### config.mk
export PLATFORM = sky130hd
export DESIGN_NAME = fpu_issue
export DESIGN_NICKNAME = d
export VERILOG_FILES = /design/src/rtl/fpu_issue.sv
export SDC_FILE = /design/constraint.sdc
export NUM_CORES = 1
export LEC_CHECK = 0
export CAP_MARGIN = 20
export CELL_PAD_IN_SITES_DETAIL_PLACEMENT = 1
export CELL_PAD_IN_SITES_GLOBAL_PLACEMENT = 2
export CORE_ASPECT_RATIO = 1.75
export CORE_MARGIN = 2
export CORE_UTILIZATION = 36
export DETAILED_ROUTE_END_ITERATION = 16
export DONT_BUFFER_PORTS = 1
export GPL_ROUTABILITY_DRIVEN = 0
export HOLD_SLACK_MARGIN = 0.05
export PLACE_DENSITY_LB_ADDON = 0.05
export SETUP_SLACK_MARGIN = 0.1
export SLEW_MARGIN = 20
export SYNTH_ARGS = -nofsm -noshare
export SYNTH_HDL_FRONTEND = slang
export SYNTH_SLANG_ARGS = --single-unit
### constraint.sdc
create_clock -name clk -period 2.8 [get_ports clk]
set_input_delay 0.42 -clock clk [delete_from_list [all_inputs] [get_ports clk]]
set_output_delay 0.42 -clock clk [all_outputs]
set_load 0.01 [all_outputs]
### src/rtl/fpu_issue.sv
// Issue front-end between the FP execute stage and four FPU units (fadd, fmul, fdiv, fsqrt).
// Optional protocol checking of unit handshakes is enabled with `define FPU_ISSUE_PROTO_CHECK_EN.
module fpu_issue #(
  parameter int TAG_W = 5
) (
  input  logic               clk,
  input  logic               rst,
  input  logic               in_valid,
  output logic               in_ready,
  input  logic [1:0]         in_op,
  input  logic [31:0]        in_rs1,
  input  logic [31:0]        in_rs2,
  input  logic [TAG_W-1:0]   in_tag,
  output logic               out_valid,
  input  logic               out_ready,
  output logic [31:0]        out_rd,
  output logic [TAG_W-1:0]   out_tag,
  output logic [3:0]         u_order,
  input  logic [3:0]         u_accepted,
  input  logic [3:0]         u_done,
  output logic [127:0]       u_rs1,
  output logic [127:0]       u_rs2,
  input  logic [127:0]       u_rd,
  output logic               err,
  output logic [7:0]         dbg_state
);

  // Core side: valid/ready; a transfer happens on a rising edge where valid & ready are both high.
  // Unit side: order is held until accepted; done is a single-cycle pulse carrying u_rd.
  typedef enum logic [1:0] {
    S_IDLE  = 2'd0,
    S_ORDER = 2'd1,
    S_WAIT  = 2'd2,
    S_HOLD  = 2'd3
  } state_e;

  state_e             state_q [4];
  state_e             state_d [4];
  logic [31:0]        rs1_q   [4];
  logic [31:0]        rs1_d   [4];
  logic [31:0]        rs2_q   [4];
  logic [31:0]        rs2_d   [4];
  logic [31:0]        rd_q    [4];
  logic [31:0]        rd_d    [4];
  logic [TAG_W-1:0]   tag_q   [4];
  logic [TAG_W-1:0]   tag_d   [4];
  logic [3:0]         u_order_q, u_order_d;
  logic [1:0]         ptr_q, ptr_d;
  logic               out_valid_q, out_valid_d;
  logic [31:0]        out_rd_q, out_rd_d;
  logic [TAG_W-1:0]   out_tag_q, out_tag_d;

  logic               issue;
  logic               out_load;
  logic               grant;
  logic               gnt_found;
  logic [1:0]         gnt_idx;
  logic [1:0]         rr_idx;

  // Readiness depends only on the selected unit's registered state, never on u_* inputs.
  assign in_ready = (state_q[in_op] == S_IDLE);
  assign issue    = in_valid & in_ready;
  assign out_load = ~out_valid_q | out_ready;
  assign grant    = out_load & gnt_found;

  // Round-robin search starting at the pointer, wrapping 3 -> 0.
  always_comb begin
    gnt_found = 1'b0;
    gnt_idx   = ptr_q;
    rr_idx    = ptr_q;
    for (int k = 0; k < 4; k++) begin
      rr_idx = ptr_q + 2'(k);
      if (!gnt_found && state_q[rr_idx] == S_HOLD) begin
        gnt_found = 1'b1;
        gnt_idx   = rr_idx;
      end
    end
  end

  always_comb begin
    for (int i = 0; i < 4; i++) begin
      state_d[i] = state_q[i];
      rs1_d[i]   = rs1_q[i];
      rs2_d[i]   = rs2_q[i];
      rd_d[i]    = rd_q[i];
      tag_d[i]   = tag_q[i];
      case (state_q[i])
        S_IDLE: begin
          if (issue && in_op == 2'(i)) begin
            state_d[i] = S_ORDER;
            rs1_d[i]   = in_rs1;
            rs2_d[i]   = in_rs2;
            tag_d[i]   = in_tag;
          end
        end
        S_ORDER: begin
          if (u_accepted[i]) begin
            if (u_done[i]) begin
              state_d[i] = S_HOLD;
              rd_d[i]    = u_rd[32*i +: 32];
            end else begin
              state_d[i] = S_WAIT;
            end
          end
        end
        S_WAIT: begin
          if (u_done[i]) begin
            state_d[i] = S_HOLD;
            rd_d[i]    = u_rd[32*i +: 32];
          end
        end
        S_HOLD: begin
          // Released only on the edge; re-issue is possible from the following cycle.
          if (grant && gnt_idx == 2'(i)) begin
            state_d[i] = S_IDLE;
          end
        end
        default: state_d[i] = S_IDLE;
      endcase
      u_order_d[i] = (state_d[i] == S_ORDER);
    end
  end

  always_comb begin
    out_valid_d = out_valid_q;
    out_rd_d    = out_rd_q;
    out_tag_d   = out_tag_q;
    ptr_d       = ptr_q;
    if (grant) begin
      out_valid_d = 1'b1;
      out_rd_d    = rd_q[gnt_idx];
      out_tag_d   = tag_q[gnt_idx];
      ptr_d       = gnt_idx + 2'd1;
    end else if (out_load) begin
      out_valid_d = 1'b0;
    end
  end

  always_ff @(posedge clk) begin
    if (rst) begin
      for (int i = 0; i < 4; i++) begin
        state_q[i] <= S_IDLE;
        rs1_q[i]   <= '0;
        rs2_q[i]   <= '0;
        rd_q[i]    <= '0;
        tag_q[i]   <= '0;
      end
      u_order_q   <= '0;
      ptr_q       <= '0;
      out_valid_q <= 1'b0;
      out_rd_q    <= '0;
      out_tag_q   <= '0;
    end else begin
      for (int i = 0; i < 4; i++) begin
        state_q[i] <= state_d[i];
        rs1_q[i]   <= rs1_d[i];
        rs2_q[i]   <= rs2_d[i];
        rd_q[i]    <= rd_d[i];
        tag_q[i]   <= tag_d[i];
      end
      u_order_q   <= u_order_d;
      ptr_q       <= ptr_d;
      out_valid_q <= out_valid_d;
      out_rd_q    <= out_rd_d;
      out_tag_q   <= out_tag_d;
    end
  end

`ifdef FPU_ISSUE_PROTO_CHECK_EN
  logic err_q, err_d, proto_err;

  // A handshake pulse the unit FSM cannot use is flagged; the FSM itself ignores it.
  always_comb begin
    proto_err = 1'b0;
    for (int i = 0; i < 4; i++) begin
      case (state_q[i])
        S_IDLE, S_HOLD: if (u_done[i] | u_accepted[i]) proto_err = 1'b1;
        S_ORDER:        if (u_done[i] & ~u_accepted[i]) proto_err = 1'b1;
        S_WAIT:         if (u_accepted[i]) proto_err = 1'b1;
        default:        proto_err = 1'b0;
      endcase
    end
    err_d = err_q | proto_err;
  end

  always_ff @(posedge clk) begin
    if (rst) err_q <= 1'b0;
    else     err_q <= err_d;
  end

  assign err = err_q;
`else
  assign err = 1'b0;
`endif

  assign out_valid = out_valid_q;
  assign out_rd    = out_rd_q;
  assign out_tag   = out_tag_q;
  assign u_order   = u_order_q;
  assign u_rs1     = {rs1_q[3], rs1_q[2], rs1_q[1], rs1_q[0]};
  assign u_rs2     = {rs2_q[3], rs2_q[2], rs2_q[1], rs2_q[0]};
  assign dbg_state = {state_q[3], state_q[2], state_q[1], state_q[0]};

endmodule

==> run summary <==
Outcome -> complete, no violations
Wire per inst -> 26.6 um
Number of synthesized register bits -> 458
Critical Path AT -> 3140 ps
Layout cell share with drive strength beyond 1 -> 10.6%
Setup_tns -> 0 ps
Syn Inst Count -> 1902
Req. time, crit path -> 3250 ps
Crit. End Element -> flip-flop
Most frequent cells after synthesis -> nand2_1, dfxtp_1, a21oi_1, a22o_1, clkbuf_1
Startpoint Class -> flip-flop
Standard-cell rows -> 105
Synthesis Warnings -> 0
Fmax achieved -> 372 MHz
Initial DRC count -> 526
Area leader, netlist -> dfxtp_1
Worst-path fanout max -> 43
DRC -> 0
Sequential cell area -> 9370 um2
CTS tree -> built
Final WL -> 74.5 mm
CTS buffer count -> 45
Leak -> 0.00885 uW
Fin crit share -> 96.1%
Share of the synthesized area in the top cell type -> 51.5%
Most numerous cell in the Yosys netlist -> nand2_1
Port bufs -> 0
Placeable Area -> 46800 um2
Netlist cell types -> 59
Worst skew pair latency -> 580 ps
Final Net Count -> 2388
Critical path class -> flip-flop to flip-flop
Initial antenna violation count -> 5
Final Util -> 49.2%
Multi-input logic area -> 7250 um2
# Max-Cap Violations -> 0
Post-synth EDFFs -> 20
Die Y -> 292 um
Clock root buffer -> clkbuf_16
Drt pass-1 iters -> 5
CTS max path bufs -> 3
CTS H-tree depth -> 2
HPWL after detailed placement -> 48.4 mm
PD cells -> 790 nW/um2
Syn Area/Cell -> 8.95 um2
Min Tclk post-route -> 2690 ps
Synth Net Count -> 2113
Clock skew -> 23.2 ps
Slew @ Worst Pin -> 631 ps
Dpl cells -> 2388
Die ar. -> 49100 um2
Hold Crit Class -> input port to flip-flop
Die width -> 168 um
Grt ovf -> 0
Cell Area, Synth -> 17000 um2
Slew Viols, Final -> 0
Max_slew headroom -> 57.9%
Main synth FF type -> dfxtp_1
Area grow syn2layout -> 35.1%
Worst-path clk slew -> 60 ps
Ys async rst share -> 0%
Area contributors post-synth -> dfxtp_1, nand2_1, a21oi_1
CTS sink count -> 458
Register area share after synthesis -> 55.0%
Vias in the first global route -> 16854
Count of filler cells inserted in the layout -> 5263
Vias/cell -> 5.52
Detail Route Antenna Nets -> 0
Min Hold Slack -> 74.6 ps
GR Util All Layers -> 29.4%
Starting Density -> 36.4%
First-pass GRT wire length -> 109 mm
Final cell count without fillers -> 2803
Final Power -> 18200 uW
Worst VDD drop -> 0.521 mV
Setup violators final -> 0
Pin count of the biggest net entering global routing -> 150
Final hold vios -> 0
IO Pins -> 519
Vias -> 15471
RSZ-0062 raised after global routing -> yes
cells by family (layout without fill, tap and decap cells):
| kind of cell | after synthesis | in the layout | synth area share, % |
|---|---|---|---|
| and+or+nand+nor | 720 | 722 | 18.2 |
| AOI/OAI and AO/OA | 542 | 542 | 21.6 |
| DFF | 458 | 458 | 55.0 |
| buffers and inverters | 172 | 481 | 4.51 |
| muxes | 7 | 7 | 0.566 |
| xor gates and xnor gates | 2 | 2 | 0.103 |
| other | 1 | 3 | 0.0220 |
routing by layer:
metal	vias up	wire, um	GRT usage (%)	share of wire, %
li1	7111	-	-	-
met1	7658	24000	26.9	32
met2	525	40100	56.4	54
met3	171	5560	9.07	7.5
met4	6	4770	16.5	6.4
met5	-	40	0	0.054
worst max-delay path, stage by stage (launching register included):
cell and delay, ps:
dfxtp_2 330, and2_4 170, mux4_2 470, nand3b_4 220, or3_4 400, buf_12 190, and3_1 250, a211oi_4 410
o31ai_2 100
worst paths after layout:
check / startpoint / cells past startpoint / slack (ps) / end
min reg2reg: rd_q[2][17] / 2 / 450 / rd_q[2][17]
max: state_q[2][0] / 8 / 110 / out_rd[3]
max reg2reg: state_q[2][0] / 8 / 110 / out_rd[3]
min: in_tag[3] / 1 / 70 / tag_q[3][3]
timing repair:
action	in CTS	in global routing
cloned	4	2
resized for setup	37	17
endpoints found under the setup margin	21	81
hold buffers	319	0
buffers inserted	3	2
pin swaps	8	6
hold endpoints to repair	411	0
power by group:
part	internal, uW	leakage, uW	switching [uW]
clock	3680	0.000766	2740
sequential	7000	0.00376	494
combinational	1680	0.00433	2570
total	12400	0.00885	5800
registers in the layout, summed over array words and instances (netlist names), named ones only:
name       flops
u_order        4
out_tag        5
rs2_q        128
tag_q         20
rs1_q        128
ptr_q          2
state_q        8
out_valid      1
rd_q         128
out_rd        32
cells in the final DEF (no fill, tap or decap), types with 33 or more instances in the layout:
| master | instances |
|---|---|
| a211oi_2 | 36 |
| a21oi_1 | 267 |
| a22o_1 | 128 |
| and3_1 | 73 |
| buf_4 | 48 |
| clkbuf_16 | 49 |
| dfxtp_1 | 436 |
| dlygate4sd3_1 | 318 |
| nand2_1 | 564 |
| o31ai_1 | 33 |
per-stage QoR:
| stage | area [um2] | worst slack (ps) |
|---|---|---|
| 5_1_grt | 23000 | 62.8 |
| 3_5_place_dp | 17800 | -388 |
| 6_report | 23000 | 110 |
| 4_1_cts | 22800 | 96.4 |
| 3_3_place_gp | 17800 | -347 |
| 2_1_floorplan | 17000 | 295 |
layout make-up:
type,count,area share (%)
antenna,2,0.0218
timing repair buffer,390,17.6
tap,588,3.20
inverter,8,0.131
clock buffer,65,5.76
sequential,458,40.8
multi-input combinational,1274,31.5
clock inverter,18,0.952
No activity file was read; power rests on OpenSTA's default activity.
